[src/rtl/data_cache_2way_if.sv]
// CPU load/store port and block memory port of the 2-way data cache.
interface data_cache_2way_if #(
  parameter int unsigned ADDR_W   = 8,
  parameter int unsigned OFFSET_W = 2
);
  logic                        read;
  logic                        write;
  logic [ADDR_W-1:0]           address;
  logic [7:0]                  writedata;
  logic [7:0]                  readdata;
  logic                        busywait;
  logic                        flush;
  logic                        flush_done;
  logic                        mem_read;
  logic                        mem_write;
  logic [ADDR_W-OFFSET_W-1:0]  mem_address;
  logic [8*(2**OFFSET_W)-1:0]  mem_writedata;
  logic [8*(2**OFFSET_W)-1:0]  mem_readdata;
  logic                        mem_busywait;

  // Environment side: CPU requests and memory responses.
  modport master (
    output read, write, address, writedata, flush, mem_readdata, mem_busywait,
    input  readdata, busywait, flush_done, mem_read, mem_write, mem_address, mem_writedata
  );

  // Cache side.
  modport slave (
    input  read, write, address, writedata, flush, mem_readdata, mem_busywait,
    output readdata, busywait, flush_done, mem_read, mem_write, mem_address, mem_writedata
  );
endinterface

[src/rtl/data_cache_2way.sv]
// 2-way set-associative write-back data cache with per-set LRU and flush.
module data_cache_2way #(
  parameter int unsigned ADDR_W   = 8,
  parameter int unsigned OFFSET_W = 2,
  parameter int unsigned INDEX_W  = 2
) (
  input logic              clk,
  input logic              reset_n,
  data_cache_2way_if.slave bus
);
  localparam int unsigned TAG_W   = ADDR_W - INDEX_W - OFFSET_W;
  localparam int unsigned SETS    = 2**INDEX_W;
  localparam int unsigned BYTES   = 2**OFFSET_W;
  localparam int unsigned BLOCK_W = 8 * BYTES;
  localparam int unsigned BADDR_W = ADDR_W - OFFSET_W;
  localparam int unsigned SCAN_W  = INDEX_W + 1;

  typedef enum logic [2:0] {StIdle, StWriteBack, StAllocate, StFlushScan, StFlushWb} state_e;

  state_e state_q, state_d;

  logic [TAG_W-1:0]   tag_q   [SETS][2];
  logic [BLOCK_W-1:0] data_q  [SETS][2];
  logic [1:0]         valid_q [SETS];
  logic [1:0]         dirty_q [SETS];
  logic [SETS-1:0]    lru_q;   // way to evict next in each set

  logic               mem_read_q, mem_read_d, mem_write_q, mem_write_d;
  logic [BADDR_W-1:0] mem_address_q, mem_address_d;
  logic [BLOCK_W-1:0] mem_writedata_q, mem_writedata_d;
  logic               victim_q, victim_d;
  logic [SCAN_W-1:0]  scan_q, scan_d;   // {set, way} flush pointer
  logic               flush_pending_q, flush_pending_d;
  logic               flush_done_q, flush_done_d;

  logic [TAG_W-1:0]    tag;
  logic [INDEX_W-1:0]  index;
  logic [OFFSET_W-1:0] offset;
  logic                req, hit0, hit1, hit, hit_way, victim_c, access_hit;
  logic                fill, clean_line;
  logic [INDEX_W-1:0]  scan_set;
  logic                scan_way;
  logic [7:0]          rdata;

  assign tag      = bus.address[ADDR_W-1 -: TAG_W];
  assign index    = bus.address[OFFSET_W +: INDEX_W];
  assign offset   = bus.address[OFFSET_W-1:0];
  assign req      = bus.read | bus.write;
  assign hit0     = valid_q[index][0] && (tag_q[index][0] == tag);
  assign hit1     = valid_q[index][1] && (tag_q[index][1] == tag);
  assign hit      = hit0 | hit1;
  assign hit_way  = hit1;
  assign victim_c = !valid_q[index][0] ? 1'b0 : (!valid_q[index][1] ? 1'b1 : lru_q[index]);
  assign access_hit = (state_q == StIdle) && hit && req;
  assign scan_set = scan_q[SCAN_W-1:1];
  assign scan_way = scan_q[0];

  assign bus.busywait      = (req && !((state_q == StIdle) && hit)) || (state_q != StIdle);
  assign bus.readdata      = rdata;
  assign bus.mem_read      = mem_read_q;
  assign bus.mem_write     = mem_write_q;
  assign bus.mem_address   = mem_address_q;
  assign bus.mem_writedata = mem_writedata_q;
  assign bus.flush_done    = flush_done_q;

  // Byte select from the hitting way; zero when nothing hits.
  always_comb begin
    rdata = 8'h00;
    if (hit) begin
      for (int b = 0; b < BYTES; b++) begin
        if (offset == OFFSET_W'(b)) rdata = data_q[index][hit_way][8*b +: 8];
      end
    end
  end

  // Next-state, registered memory request values and array update strobes.
  always_comb begin
    state_d         = state_q;
    mem_read_d      = mem_read_q;
    mem_write_d     = mem_write_q;
    mem_address_d   = mem_address_q;
    mem_writedata_d = mem_writedata_q;
    victim_d        = victim_q;
    scan_d          = scan_q;
    flush_done_d    = 1'b0;
    fill            = 1'b0;
    clean_line      = 1'b0;
    // A flush seen while a flush is already running is dropped.
    flush_pending_d = flush_pending_q |
                      (bus.flush && (state_q != StFlushScan) && (state_q != StFlushWb));
    unique case (state_q)
      StIdle: begin
        if (req) begin
          if (!hit) begin
            victim_d = victim_c;
            if (valid_q[index][victim_c] && dirty_q[index][victim_c]) begin
              state_d         = StWriteBack;
              mem_write_d     = 1'b1;
              mem_address_d   = {tag_q[index][victim_c], index};
              mem_writedata_d = data_q[index][victim_c];
            end else begin
              state_d       = StAllocate;
              mem_read_d    = 1'b1;
              mem_address_d = {tag, index};
            end
          end
        end else if (bus.flush || flush_pending_q) begin
          state_d         = StFlushScan;
          scan_d          = '0;
          flush_pending_d = 1'b0;
        end
      end
      StWriteBack: begin
        if (!bus.mem_busywait) begin
          state_d       = StAllocate;
          mem_write_d   = 1'b0;
          mem_read_d    = 1'b1;
          mem_address_d = {tag, index};
        end
      end
      StAllocate: begin
        if (!bus.mem_busywait) begin
          state_d    = StIdle;
          mem_read_d = 1'b0;
          fill       = 1'b1;
        end
      end
      StFlushScan: begin
        if (valid_q[scan_set][scan_way] && dirty_q[scan_set][scan_way]) begin
          state_d         = StFlushWb;
          mem_write_d     = 1'b1;
          mem_address_d   = {tag_q[scan_set][scan_way], scan_set};
          mem_writedata_d = data_q[scan_set][scan_way];
        end else if (&scan_q) begin
          state_d      = StIdle;
          flush_done_d = 1'b1;
        end else begin
          scan_d = scan_q + SCAN_W'(1);
        end
      end
      StFlushWb: begin
        if (!bus.mem_busywait) begin
          mem_write_d = 1'b0;
          clean_line  = 1'b1;
          if (&scan_q) begin
            state_d      = StIdle;
            flush_done_d = 1'b1;
          end else begin
            state_d = StFlushScan;
            scan_d  = scan_q + SCAN_W'(1);
          end
        end
      end
      default: state_d = StIdle;
    endcase
  end

  // State and registered memory interface; reset abandons any transaction.
  always_ff @(posedge clk) begin
    if (!reset_n) begin
      state_q         <= StIdle;
      mem_read_q      <= 1'b0;
      mem_write_q     <= 1'b0;
      mem_address_q   <= '0;
      mem_writedata_q <= '0;
      victim_q        <= 1'b0;
      scan_q          <= '0;
      flush_pending_q <= 1'b0;
      flush_done_q    <= 1'b0;
    end else begin
      state_q         <= state_d;
      mem_read_q      <= mem_read_d;
      mem_write_q     <= mem_write_d;
      mem_address_q   <= mem_address_d;
      mem_writedata_q <= mem_writedata_d;
      victim_q        <= victim_d;
      scan_q          <= scan_d;
      flush_pending_q <= flush_pending_d;
      flush_done_q    <= flush_done_d;
    end
  end

  // Valid, dirty and LRU bookkeeping.
  always_ff @(posedge clk) begin
    if (!reset_n) begin
      for (int s = 0; s < SETS; s++) begin
        valid_q[s] <= 2'b00;
        dirty_q[s] <= 2'b00;
      end
      lru_q <= '0;
    end else begin
      if (access_hit) begin
        lru_q[index] <= ~hit_way;
        if (bus.write) dirty_q[index][hit_way] <= 1'b1;
      end
      if (fill) begin
        valid_q[index][victim_q] <= 1'b1;
        dirty_q[index][victim_q] <= 1'b0;
      end
      if (clean_line) dirty_q[scan_set][scan_way] <= 1'b0;
    end
  end

  // Tag and data storage; contents are qualified by the valid bits.
  always_ff @(posedge clk) begin
    if (access_hit && bus.write) begin
      for (int b = 0; b < BYTES; b++) begin
        if (offset == OFFSET_W'(b)) data_q[index][hit_way][8*b +: 8] <= bus.writedata;
      end
    end
    if (fill) begin
      data_q[index][victim_q] <= bus.mem_readdata;
      tag_q[index][victim_q]  <= tag;
    end
  end
endmodule

[src/flat_wrapper.sv]
// flat-port wrapper written by rule: the top's interface ports become plain ports
module data_cache_2way_flat 
#(
  parameter int unsigned ADDR_W   = 8,
  parameter int unsigned OFFSET_W = 2,
  parameter int unsigned INDEX_W  = 2
)
  (clk, reset_n, bus_read, bus_write, bus_address, bus_writedata, bus_flush, bus_mem_readdata, bus_mem_busywait, bus_readdata, bus_busywait, bus_flush_done, bus_mem_read, bus_mem_write, bus_mem_address, bus_mem_writedata);
  data_cache_2way_if #(.ADDR_W(ADDR_W), .OFFSET_W(OFFSET_W)) bus_i ();
  input logic clk;
  input logic reset_n;
  input wire logic [$bits(bus_i.read)-1:0] bus_read;
  input wire logic [$bits(bus_i.write)-1:0] bus_write;
  input wire logic [$bits(bus_i.address)-1:0] bus_address;
  input wire logic [$bits(bus_i.writedata)-1:0] bus_writedata;
  input wire logic [$bits(bus_i.flush)-1:0] bus_flush;
  input wire logic [$bits(bus_i.mem_readdata)-1:0] bus_mem_readdata;
  input wire logic [$bits(bus_i.mem_busywait)-1:0] bus_mem_busywait;
  output wire logic [$bits(bus_i.readdata)-1:0] bus_readdata;
  output wire logic [$bits(bus_i.busywait)-1:0] bus_busywait;
  output wire logic [$bits(bus_i.flush_done)-1:0] bus_flush_done;
  output wire logic [$bits(bus_i.mem_read)-1:0] bus_mem_read;
  output wire logic [$bits(bus_i.mem_write)-1:0] bus_mem_write;
  output wire logic [$bits(bus_i.mem_address)-1:0] bus_mem_address;
  output wire logic [$bits(bus_i.mem_writedata)-1:0] bus_mem_writedata;
  assign bus_i.read = bus_read;
  assign bus_i.write = bus_write;
  assign bus_i.address = bus_address;
  assign bus_i.writedata = bus_writedata;
  assign bus_i.flush = bus_flush;
  assign bus_i.mem_readdata = bus_mem_readdata;
  assign bus_i.mem_busywait = bus_mem_busywait;
  assign bus_readdata = bus_i.readdata;
  assign bus_busywait = bus_i.busywait;
  assign bus_flush_done = bus_i.flush_done;
  assign bus_mem_read = bus_i.mem_read;
  assign bus_mem_write = bus_i.mem_write;
  assign bus_mem_address = bus_i.mem_address;
  assign bus_mem_writedata = bus_i.mem_writedata;
  data_cache_2way #(.ADDR_W(ADDR_W), .OFFSET_W(OFFSET_W), .INDEX_W(INDEX_W)) u_core (.clk(clk), .reset_n(reset_n), .bus(bus_i));
endmodule
[config.mk]
export PLATFORM = sky130hd
export DESIGN_NAME = data_cache_2way_flat
export DESIGN_NICKNAME = d
export VERILOG_FILES = /design/src/rtl/data_cache_2way_if.sv /design/src/rtl/data_cache_2way.sv /design/src/flat_wrapper.sv
export SDC_FILE = /design/constraint.sdc
export NUM_CORES = 1
export LEC_CHECK = 0
export BUFFER_PORTS_ARGS = -buffer_cell sky130_fd_sc_hd__buf_4
export CORE_MARGIN = 2
export CORE_UTILIZATION = 35
export CTS_BUF_LIST = sky130_fd_sc_hd__clkbuf_4 sky130_fd_sc_hd__clkbuf_8
export DETAILED_ROUTE_END_ITERATION = 6
export GPL_ROUTABILITY_DRIVEN = 1
export PLACE_DENSITY = 0.57
export SKIP_CTS_REPAIR_TIMING = 1
export SYNTH_ARGS = -nofsm -noshare
export SYNTH_HDL_FRONTEND = slang
export SYNTH_SLANG_ARGS = --single-unit
[constraint.sdc]
create_clock -name clk -period 3.35 [get_ports clk]
set_clock_uncertainty 0.05 [all_clocks]
set_input_delay 0.335 -clock clk [delete_from_list [all_inputs] [get_ports clk]]
set_output_delay 0.335 -clock clk [all_outputs]
set_load 0.02 [all_outputs]
==> flow_summary.ini, run 1 <==
[worst_setup_path]
endpoint_kind = output port
critPathRequiredTime_ns = 2.96
worst_setup_path_start_kind = flip-flop
cp_max_fo = 5
arrival_ns = 3.24
crit_type = flip-flop to output port

[floorplan]
start_util_pct = 35.3
die-area_sq_mm = 0.0535
die_w_um = 231
ioPinCount = 104
core_area_sq_mm = 0.0512
num_rows = 83
die_h_um = 231

[drt]
num_vias = 12900
routed_via_density = 5.75
drc = 0
drt-pass1-iter-count = 6
wl_um = 57600
drtIter0Drc = 1470
antenna_left = 0
wl_per_cell_um = 25.7

[synth]
synth_top_cell_by_area = edfxtp_1
ys_types = 60
synth_seq_cells = 359
synth-seq-area-share_pct = 56.5
avgSynthCellArea_sq_um = 13.6
syn_area_sq_mm = 0.0181
synthCells = 1333
synth_edf_count = 304
yosysWarnings = 0
synth_fp_nets = 1388
ys.flop_type = edfxtp_1
synth_top_area_share_pct = 50.4
async_flop_share_pct = 0
synthTopCellsByArea = edfxtp_1, mux4_2, dfxtp_1

[clock_network]
cts_max_path_buffers = 3
cts_root_buf = clkbuf_8
cts_buffers = 59
clkSlewWorstSetupHoldPaths_ns = 0.06
clk_latency_ns = 0.66
h-tree-depth = 2
cts_tree = built
cts.sinks = 359

[placement]
io_buffers = 103
dp_hpwl_um = 40100
gp_congestion = 0.913

[power_and_ir_drop]
pwr-share-clk_pct = 39.2
peakVddDrop_v = 0.000304
p_sw_mw = 2.97
p_int_mw = 8.09
p_seq_share_pct = 46.5
power.leakage_nw = 7.52
combPwrFrac_pct = 14.3
total_power_mw = 11.1
netSwitchingFraction_pct = 26.8
power.density_mw_per_mm2 = 508

[outcome]
failed_checks = hold timing, setup timing
outcome = complete, but fails checks

[timing]
drv_slew = 0
finalHoldViolCount = 34
setup_viol = 7
slew_headroom_pct = 46.6
post-route-min-period_ns = 3.63
worst_slack_ns = -0.276
tightestPinTransition_ns = 0.793
max_freq_mhz = 276
post-route-period-util_pct = 108
rsz0062_at_grt = true
worst_hold_slack_ns = -0.0197

[finish]
fin_nets = 1565
synthToLayoutAreaGrowth_pct = 20.2
drive_gt1_share_pct = 34.5
multiInputGateArea_sq_mm = 0.00744
fillers = 4708
final-seq-area_sq_mm = 0.0102
n_antenna_cell = 0

[global_route]
antenna_found_initial = 2
grt_max_degree = 53
grt_pass1_vias = 12600
grt_first_pass_wirelength_um = 83700
grt_overflow = 0
grtUsageTotal_pct = 21.5

[job]
drv_cap = 0

[worst_hold_path]
hp-class = primary input to flip-flop
-- routing by layer --
layer | up-vias | GRT usage (%) | wire length, um
met2 | 711 | 33.0 | 26300
met5 | - | 0 | 28
met3 | 97 | 4.64 | 5920
met4 | 4 | 7.02 | 1510
li1 | 5548 | - | -
met1 | 6517 | 30.6 | 23800
-- cell type report --
type | instances | share of cell area [%]
clock buffers | 90 | 5.21
clock inverters | 22 | 1.00
inverters | 6 | 0.104
multi-input cells | 860 | 34.2
flip-flops and latches | 359 | 47.1
well taps | 680 | 3.91
repair buffers | 224 | 8.52
-- path summary, 6_finish.rpt --
check	endpoint	slack, ns	cells after the start	startpoint
setup / recovery	bus_readdata[5]	-0.28	9	u_core.tag_q[3][2]
hold / removal	u_core.data_q[2][52]	-0.02	3	bus_mem_readdata[20]
setup reg to reg	u_core.data_q[0][24]	0.27	6	u_core.state_q[0]
hold reg to reg	u_core.bus.mem_writedata[5]	0.42	2	u_core.bus.mem_writedata[5]
-- state kept, by name, summed over array words and instances (netlist names), 3 cells and up, named ones only --
| name | flops |
|---|---|
| u_core.bus.mem_address | 6 |
| u_core.bus.mem_writedata | 32 |
| u_core.data_q | 256 |
| u_core.dirty_q | 8 |
| u_core.lru_q | 4 |
| u_core.scan_q | 3 |
| u_core.state_q | 3 |
| u_core.tag_q | 32 |
| u_core.valid_q | 8 |
-- power groups by stage --
stage,registers (mW),clock network (mW),logic [mW]
floorplan,5.24,0,0.846
global placement,5.23,0,1.52
detailed placement,5.24,0,1.53
CTS,5.14,4.42,1.54
global route,5.16,4.61,1.69
finish,5.15,4.33,1.58
-- critical path, stage by stage (launching register included) --
cell,delay (ns)
edfxtp_1,0.37
mux4_2,0.53
xnor2_2,0.19
nand3_2,0.11
nor2_4,0.24
buf_12,0.17
mux4_2,0.56
nor2_4,0.16
a211oi_4,0.07
buf_6,0.18
-- per-stage QoR --
step           setup slack, ns  cell area (sq um)  util (%)  instances  TNS, ns
2_1_floorplan            0.410              18100         -       1333        0
3_3_place_gp             0.240              20200      39.4       2114        0
3_5_place_dp             0.234              20200      39.4       2114        0
4_1_cts                 -0.290              21500      42.0       2226    -1.92
5_1_grt                 -0.361              21800      42.5       2241    -2.43
6_report                -0.276              21800      42.5       2241    -1.75
-- synth_stat cells, drive strengths merged, types with 6 or more instances --
cell    count
edfxtp    304
nand2     250
mux4      159
nor2       97
nand3      76
o21ai      64
clkbuf     59
dfxtp      55
buf        49
o31ai      40
mux2       32
a21oi      21
mux2i      13
nor3       13
a211oi     12
a31oi       9
xnor2       8
nor2b       7
nand2b      6
-- cell usage in the layout, fill, tap and decap left out, drive strengths merged, types with 6 or more instances in the layout --
cell,netlist,layout
xnor2,8,8
mux2,32,32
a211oi,12,12
mux4,159,159
a31oi,9,9
nand2b,6,6
dfxtp,55,55
nand3,76,76
nor2,97,97
dlygate4sd3,0,12
clkinv,1,15
o21ai,64,64
edfxtp,304,304
mux2i,13,13
o31ai,40,40
clkbuf,59,91
a21oi,21,21
nor3,13,13
nand2,250,250
nor2b,7,7
buf,49,211
inv,5,6
-- cell families (layout without fill, tap and decap cells) --
logic type,after synthesis,in the layout,share of synthesized area (%)
and+or+nand+nor,469,469,11.0
DFF,359,359,56.5
muxes,204,204,22.5
AOI/OAI and AO/OA,177,177,6.44
buffers and inverters,114,342,2.98
xor gates and xnor gates,8,8,0.470
adders and majority gates,2,2,0.124
Note: power is estimated with default switching activity, not from simulation.
==> run 2, diff against run 1 <==
==> constraint.sdc (replaced) <==
create_clock -name clk -period 4.4 [get_ports clk]
set_clock_uncertainty 0.05 [all_clocks]
set_input_delay 0.44 -clock clk [delete_from_list [all_inputs] [get_ports clk]]
set_output_delay 0.44 -clock clk [all_outputs]
set_load 0.02 [all_outputs]
==> flow_summary.ini, run 2 (synthesis gave the netlist of run 1 again) <==
[drt]
wl_um = 55400
num_vias = 12300
drtIter0Drc = 1356
drt-pass1-iter-count = 5
routed_via_density = 5.67
wl_per_cell_um = 25.6
antenna_left = 0
drc = 0

[floorplan]
ioPinCount = 104
start_util_pct = 35.3
core_area_sq_mm = 0.0512
num_rows = 83
die_h_um = 231
die_w_um = 231
die-area_sq_mm = 0.0535

[power_and_ir_drop]
peakVddDrop_v = 0.000220
power.leakage_nw = 7.09
p_int_mw = 5.96
power.density_mw_per_mm2 = 390
netSwitchingFraction_pct = 27.0
total_power_mw = 8.17
p_sw_mw = 2.21
pwr-share-clk_pct = 38.6
combPwrFrac_pct = 13.5
p_seq_share_pct = 48.0

[worst_setup_path]
timing.rr.start = u_core.state_q[1]
cp_max_fo = 11
critPathRequiredTime_ns = 3.91
worst_setup_path_start_kind = flip-flop
reg2reg_depth = 5
endpoint_kind = output port
crit_family = multiplexers
reg2reg_slack_ns = 1.07
cp_common_cell = mux4_2
cpPeakStageDelay_ns = 0.57
crit_slowest_cell = mux4_2
crit_chain = mux4_2 > xnor2_2 > nand3_2 > nor2_4 > mux4_2 > nor2_1 > a211oi_1 > buf_4
crit_type = flip-flop to output port
arrival_ns = 3.42
cp_num_buf_inv = 1
r2r_end = u_core.data_q[0][33]

[worst_hold_path]
min-delay-start = bus_flush
min_to = u_core.flush_pending_q
min_path_cells = 3
hp-class = primary input to flip-flop

[global_route]
grt_overflow = 0
grtUsageTotal_pct = 20.7
grt_first_pass_wirelength_um = 80600
antenna_found_initial = 0
grt_pass1_vias = 12200
grt_max_degree = 69

[placement]
dp_hpwl_um = 36900
io_buffers = 103
gp_congestion = 0.880

[timing]
finalHoldViolCount = 1
setup_viol = 0
worst_hold_slack_ns = -0.0215
tightestPinTransition_ns = 0.953
drv_slew = 0
rsz0062_at_grt = false
max_freq_mhz = 256
post-route-min-period_ns = 3.91
final.setup.tns_ns = 0
post-route-period-util_pct = 88.8
slew_headroom_pct = 36.2

[clock_network]
clk_latency_ns = 0.68
clkSlewWorstSetupHoldPaths_ns = 0.06
cts_buffers = 59
cts_root_buf = clkbuf_8
h-tree-depth = 2
cts.sinks = 359
cts_tree = built
cts_max_path_buffers = 3

[job]
drv_cap = 0

[finish]
fin_nets = 1491
synthToLayoutAreaGrowth_pct = 15.7
final_common_cell = edfxtp_1
final_cell_mix = edfxtp_1, nand2_1, mux4_2
largest_reg_flops = 256
drive_gt1_share_pct = 31.2
top_register = u_core.data_q

[outcome]
failed_checks = hold timing
outcome = complete, but fails checks
[run 2: cell types whose count changed in the layout (fill, tap and decap cells not counted), moves of 3 or more]
cell,before,now
clkbuf_4,17,21
dlygate4sd3_1,12,0
buf_4,199,145
clkbuf_8,73,70
nor2_1,89,96
buf_12,9,4
nor2_4,8,1
[run 2: worst min-delay path: stages]
cell,delay [ns]
buf_4,0.08
a21oi_1,0.05
nor2_1,0.08
[run 2: per-stage QoR]
step | setup slack (ns) | utilization (%) | hold slack, ns | area, sq um | std cells
after CTS | 0.457 | 40.9 | -0.0543 | 20900 | 2166
after floorplan | 1.25 | - | 0.402 | 18100 | 1333
after global placement | 0.818 | 38.4 | 0.412 | 19600 | 2055
final | 0.492 | 40.9 | -0.0215 | 20900 | 2167
after global routing | 0.231 | 40.9 | 0.00610 | 20900 | 2166
after detailed placement | 0.806 | 38.4 | 0.417 | 19600 | 2055
[run 2: layout make-up]
| type | count | area, sq um |
|---|---|---|
| clock inverter | 20 | 163 |
| fill | 4739 | 30300 |
| antenna | 1 | 2.50 |
| tap | 680 | 851 |
| multi-input combinational | 860 | 7360 |
| clock buffer | 91 | 1120 |
| timing repair buffer | 150 | 1180 |
| inverter | 6 | 22.5 |
| sequential | 359 | 10200 |
[run 2: how the worst max path moves through the flow]
stage / slack (ns) / end / cells past startpoint / from
after floorplan: 1.25 / bus_readdata[0] / 9 / bus_address[2]
after global placement: 0.82 / bus_readdata[1] / 9 / bus_address[2]
after detailed placement: 0.81 / bus_readdata[2] / 9 / bus_address[2]
after CTS: 0.46 / bus_readdata[2] / 8 / u_core.tag_q[3][1]
after global routing: 0.23 / bus_readdata[5] / 8 / u_core.tag_q[3][1]
final: 0.49 / bus_readdata[1] / 8 / u_core.tag_q[3][2]
[run 2: power by group through the flow]
stage / Sequential, mW / Combinational (mW) / Clock [mW]
3_3_place_gp: 3.98 / 1.08 / 0
4_1_cts: 3.92 / 1.09 / 3.20
6_report: 3.92 / 1.10 / 3.15
2_1_floorplan: 3.99 / 0.644 / 0
5_1_grt: 3.93 / 1.19 / 3.34
3_5_place_dp: 3.99 / 1.09 / 0
[run 2: per-layer routing]
metal | part of all wire (%) | routed length, um | up-vias | global-route usage [%]
li1 | - | - | 5386 | -
met1 | 41 | 22700 | 6214 | 28.4
met2 | 46 | 25200 | 599 | 31.6
met3 | 10 | 5640 | 94 | 5.43
met4 | 3.3 | 1820 | 0 | 7.62
met5 | 0 | 0 | - | 0
